$ cat config.mk
export PLATFORM = sky130hd
export DESIGN_NAME = fir_sm_fifo
export DESIGN_NICKNAME = d
export VERILOG_FILES = /design/src/rtl/fir_pkg.sv /design/src/rtl/fir_frame_chk.sv /design/src/rtl/fir_sm_fifo.sv
export SDC_FILE = /design/constraint.sdc
export NUM_CORES = 1
export LEC_CHECK = 0
export CAP_MARGIN = 10
export CORE_MARGIN = 3
export CORE_UTILIZATION = 50
export DETAILED_ROUTE_END_ITERATION = 8
export PLACE_DENSITY = 0.69
export SLEW_MARGIN = 5
export SYNTH_ARGS = -nofsm -noshare
export SYNTH_HDL_FRONTEND = slang
export SYNTH_SLANG_ARGS = --single-unit
$ cat constraint.sdc
create_clock -name axis_clk -period 4.82 [get_ports axis_clk]
set_input_delay 0.964 -clock axis_clk [delete_from_list [all_inputs] [get_ports axis_clk]]
set_output_delay 0.964 -clock axis_clk [all_outputs]
set_load 0.02 [all_outputs]
$ cat src/rtl/fir_pkg.sv
// rtl/fir_pkg.sv - shared FIR constants used by the output FIFO slice
package fir_pkg;

    localparam int FIR_DATA_W      = 32;
    localparam int FIR_LEN_W       = 32;
    localparam int FIR_OFIFO_DEPTH = 16;

    // Register offset holding the programmed frame length
    localparam logic [11:0] FIR_REG_DATA_LEN = 12'h10;

endpackage

$ cat src/rtl/fir_frame_chk.sv
// rtl/fir_frame_chk.sv - frame length checker and completion pulse for the output FIFO
module fir_frame_chk
    import fir_pkg::*;
#(
    parameter int pLEN_WIDTH = FIR_LEN_W
) (
    input  logic                  axis_clk,
    input  logic                  axis_rst_n,
    input  logic                  push,
    input  logic                  push_last,
    input  logic                  pop,
    input  logic                  pop_last,
    input  logic [pLEN_WIDTH-1:0] data_length,
    input  logic                  err_clr,
    output logic                  frame_done,
    output logic                  len_err
);

    logic [pLEN_WIDTH-1:0] beat_cnt;
    logic [pLEN_WIDTH-1:0] beat_nxt;
    logic                  len_hit;
    logic                  err_evt;

    // The beat being pushed is number beat_cnt+1 of the current frame
    assign beat_nxt = beat_cnt + pLEN_WIDTH'(1);
    assign len_hit  = (beat_nxt == data_length);
    // Early tlast, or the programmed length reached without tlast
    assign err_evt  = push && (push_last ? !len_hit : len_hit);

    // Beat counter restarts after every tlast beat entering the FIFO
    always_ff @(posedge axis_clk or negedge axis_rst_n) begin
        if (!axis_rst_n) begin
            beat_cnt <= '0;
        end else if (push) begin
            beat_cnt <= push_last ? '0 : beat_nxt;
        end
    end

    // Sticky error; a new error in the same cycle beats the clear
    always_ff @(posedge axis_clk or negedge axis_rst_n) begin
        if (!axis_rst_n) begin
            len_err <= 1'b0;
        end else if (err_evt) begin
            len_err <= 1'b1;
        end else if (err_clr) begin
            len_err <= 1'b0;
        end
    end

    // Completion pulse the cycle after the last beat leaves the FIFO
    always_ff @(posedge axis_clk or negedge axis_rst_n) begin
        if (!axis_rst_n) begin
            frame_done <= 1'b0;
        end else begin
            frame_done <= pop && pop_last;
        end
    end

endmodule

$ cat src/rtl/fir_sm_fifo.sv
// rtl/fir_sm_fifo.sv - output-side stream buffer with frame length checking
module fir_sm_fifo
    import fir_pkg::*;
#(
    parameter int pDATA_WIDTH = FIR_DATA_W,
    parameter int pDEPTH      = FIR_OFIFO_DEPTH,
    parameter int pLEN_WIDTH  = FIR_LEN_W
) (
    input  logic                       axis_clk,
    input  logic                       axis_rst_n,
    input  logic                       s_tvalid,
    input  logic [pDATA_WIDTH-1:0]     s_tdata,
    input  logic                       s_tlast,
    output logic                       s_tready,
    output logic                       m_tvalid,
    output logic [pDATA_WIDTH-1:0]     m_tdata,
    output logic                       m_tlast,
    input  logic                       m_tready,
    input  logic [pLEN_WIDTH-1:0]      data_length,
    input  logic                       err_clr,
    output logic [$clog2(pDEPTH):0]    level,
    output logic                       frame_done,
    output logic                       len_err
);

    localparam int            AW       = $clog2(pDEPTH);
    localparam logic [AW:0]   FULL_LVL = (AW+1)'(pDEPTH);
    localparam logic [AW:0]   ONE      = (AW+1)'(1);

    logic [pDATA_WIDTH:0] mem [pDEPTH];
    logic [AW:0]          wr_ptr;
    logic [AW:0]          rd_ptr;
    logic [AW:0]          level_nxt;
    logic [pDATA_WIDTH:0] head;
    logic                 push;
    logic                 pop;

    assign push     = s_tvalid && s_tready;
    // Extra pointer MSB tells full from empty when the low bits match
    assign m_tvalid = (wr_ptr != rd_ptr);
    assign pop      = m_tvalid && m_tready;

    // First-word fall-through; outputs read as zero while empty
    assign head    = mem[rd_ptr[AW-1:0]];
    assign m_tdata = m_tvalid ? head[pDATA_WIDTH-1:0] : '0;
    assign m_tlast = m_tvalid && head[pDATA_WIDTH];

    // Occupancy after this cycle's push/pop
    always_comb begin
        level_nxt = level;
        case ({push, pop})
            2'b10:   level_nxt = level + ONE;
            2'b01:   level_nxt = level - ONE;
            default: level_nxt = level;
        endcase
    end

    // Storage needs no reset: contents are only visible while valid
    always_ff @(posedge axis_clk) begin
        if (push) begin
            mem[wr_ptr[AW-1:0]] <= {s_tlast, s_tdata};
        end
    end

    // Pointers, level and a registered ready so m_tready never reaches s_tready
    always_ff @(posedge axis_clk or negedge axis_rst_n) begin
        if (!axis_rst_n) begin
            wr_ptr   <= '0;
            rd_ptr   <= '0;
            level    <= '0;
            s_tready <= 1'b1;
        end else begin
            if (push) begin
                wr_ptr <= wr_ptr + ONE;
            end
            if (pop) begin
                rd_ptr <= rd_ptr + ONE;
            end
            level    <= level_nxt;
            s_tready <= (level_nxt != FULL_LVL);
        end
    end

    fir_frame_chk #(
        .pLEN_WIDTH (pLEN_WIDTH)
    ) u_frame_chk (
        .axis_clk    (axis_clk),
        .axis_rst_n  (axis_rst_n),
        .push        (push),
        .push_last   (s_tlast),
        .pop         (pop),
        .pop_last    (m_tlast),
        .data_length (data_length),
        .err_clr     (err_clr),
        .frame_done  (frame_done),
        .len_err     (len_err)
    );

endmodule

==> metrics.cfg <==
[cells_and_area]
n_fill_cell = 3382
drive_gt1_share_pct = 22.62
area_growth_syn_to_layout_pct = 15.95
fin_area_um2 = 27660
nNetsFinal = 1459
final_cells = 2026
num_antenna_cells = 0

[global_route]
globalRouteTotalUtil_pct = 21.41
grt-ovfl-total = 0
grt_pass1_vias = 12518
grt_first_pass_wirelength_mm = 79.98
grt_max_degree = 60
antenna_found_initial = 2

[die]
die_w_um = 224.4
start_util_pct = 50.92
ioPinCount = 112
die_area_um2 = 50370
num_rows = 79
die_y_um = 224.4
coreArea_um2 = 46850

[pwr]
combinationalPowerShare_pct = 33.6
ir_drop_v = 0.0003304
internal_power_mw = 11.05
clkPwrFrac_pct = 25.9
p_sw_mw = 4.859
pwr-share-seq_pct = 40.6
p_leak_nw = 8.830
power_density_nw_per_um2 = 575.2
swShare_pct = 30.54

[timing]
final-setup-viol-count = 0
hold_viol = 0
post-route-period-util_pct = 91.37
timing.slew.headroom_pct = 46.83
clock-skew-final_ns = 0.01647
slew_violations = 0
tns_ns = 0
rsz0062_at_grt = no
hold_slack_ns = 0.3606
tightest_slew_ns = 0.7976
fmax_ghz = 0.2271
finalCriticalPeriod_ns = 4.404

[synth]
syn_inst = 1249
async_reset_ff_share_pct = 8.651
synth_common_cells = edfxtp_1, mux4_2, nand2_1
netlist_area_um2 = 23860
ys_types = 63
synth.yosys.warnings = 0
ys_seq_elements = 578
netlist.area_leader.share_pct = 66.46
synth_edf_count = 528
synth_nets = 1328
yosysTopAreaCell = edfxtp_1
synth.avg_cell_area_um2 = 19.10
synth_most_common_cell = edfxtp_1
yosysSeqAreaShare_pct = 71.71
ys_dominant_reg_cell = edfxtp_1
yosys-top-cells-area = edfxtp_1, mux4_2, dfrtp_1

[drt]
wl_mm = 52.79
viasPerCell = 6.047
drtIter0Drc = 1168
vias = 12252
drtAntennaViolNets = 0
first_pass_iters = 5
drc_errors = 0
wl_per_cell_um = 26.05

[clocking]
htree_levels = 2
root_buffer = clkbuf_16
cts_hold_buf = 0
cts_tree = built
clkSinkCount = 578
ctsResizeCount = 0
clkTransAtPathRegs_ns = 0.06
clock_path_buffers = 3
postCtsSetupRepairBufs = 0
numCtsBuffers = 58
worstSkewPairLatency_ns = 0.62

[setup_path]
crit_type = reg2out
worstPathMaxFanout = 53
startpoint_type = register
cpMostUsedCell = mux4_2
critPathArrivalTime_ns = 3.44
crit_chain = buf_12 > mux4_2 > mux4_2 > nor2b_1 > clkdlybuf4s50_1
crit_path_max_incr_delay_ns = 0.57
crit_path_end_kind = output port
cpMaxStageDelayCell = clkdlybuf4s50_1
crit_required_ns = 3.86

[placed_design]
place_inst = 1927
dp_hpwl_mm = 29.09
place_area_um2 = 25960
numPortBuffers = 111
gp_congestion = 0.8139

[status]
outcome = complete, no violations

[flow_run]
maxCapViolCount = 0

[hold_path]
hold_path.class = in2async

## per-layer routing
layer	up-vias	global-route usage (%)	part of all wire, %
met5	-	0	0.025
met4	2	5.475	2.0
met3	85	3.654	5.9
met2	394	35.41	50
met1	6449	30.19	42
li1	5322	-	-
## power by group through the flow
stage	combinational, mW	clock, mW	sequential, mW
after floorplan	3.57	0	6.35
after global placement	5.40	0	6.53
after detailed placement	5.43	0	6.56
after CTS	5.46	4.20	6.46
after global routing	5.71	4.41	6.52
final	5.34	4.12	6.45
## area by class of cell
class | count | area [µm²] | area share [%]
flip-flops and latches | 578 | 17120 | 61.88
inverters | 13 | 48.80 | 0.1764
repair buffers | 149 | 1541 | 5.572
clock buffers | 69 | 1493 | 5.396
well taps | 607 | 759.5 | 2.745
clock inverters | 30 | 215.2 | 0.7779
multi-input cells | 580 | 6489 | 23.46
## metrics by stage
step / power [mW] / setup WS [ns] / utilization [%]
2_1_floorplan: 9.916 / 0.3093 / -
3_3_place_gp: 11.93 / 1.024 / 55.40
3_5_place_dp: 11.99 / 1.008 / 55.40
4_1_cts: 16.12 / 0.3479 / 59.05
5_1_grt: 16.64 / 0.2415 / 59.05
6_report: 15.91 / 0.4160 / 59.05
## sequential cells by signal, summed over array words and instances, names as in the netlist
name	flops
u_frame_chk.len_err	1
u_frame_chk.beat_cnt	32
u_frame_chk.frame_done	1
s_tready	1
wr_ptr	5
rd_ptr	5
mem	528
level	5
## logic make-up after synthesis
kind of cell             after synthesis  share of synthesized area (%)
AO/OA/AOI/OAI                         88                          2.234
XOR/XNOR                              59                          2.166
adder cells (fa/ha/maj)                9                         0.4720
buffers and inverters                 91                          1.579
flip-flops                           578                          71.71
multiplexers                         179                          16.18
AND/OR/NAND/NOR                      245                          5.664
## path summary, 6_finish.rpt
kind | start | endpoint | slack (ns) | cells after the start
worst max-delay path | rd_ptr[0]$_DFFE_PN0P_ | m_tdata[16] | 0.42 | 5
worst min-delay path | axis_rst_n | u_frame_chk.beat_cnt[4]$_DFFE_PN0P_ | 0.36 | 1
worst max register to register | rd_ptr[1]$_DFFE_PN0P_ | s_tready$_DFF_PN1_ | 1.11 | 15
worst min register to register | level[4]$_DFF_PN0_ | level[4]$_DFF_PN0_ | 0.49 | 1
max in group asynchronous | axis_rst_n | rd_ptr[0]$_DFFE_PN0P_ | 3.65 | 2
min in group axis_clk | level[4]$_DFF_PN0_ | level[4]$_DFF_PN0_ | 0.49 | 1
## layout by cell type (no fill, tap or decap), types with 5 or more instances in the layout
master and n:
buf_4 26, o21ai_0 32, ha_1 9, edfxtp_1 528, dfrtp_1 45, xor2_1 22
clkdlybuf4s50_1 110, mux4_2 165, nor2b_1 36, nor2_4 13, nand4_1 15, nand2_1 57
nor3_2 7, nor4_1 5, o22ai_1 6, nor2_1 26, mux2i_1 11, nand3_1 21
or3_1 5, buf_12 12, nor3_1 28, xnor2_1 37, clkbuf_16 58, a21oi_1 26
inv_1 13, clkbuf_1 11, clkinv_2 11, clkinv_1 13
## worst max-delay path, delay by kind of cell (launching register included)
family | cells | cell delay, ns
buf+inv | 2 | 0.98
flops | 1 | 0.56
mux | 2 | 1.06
simple gates | 1 | 0.17
Note: power is estimated with default switching activity, not from simulation.
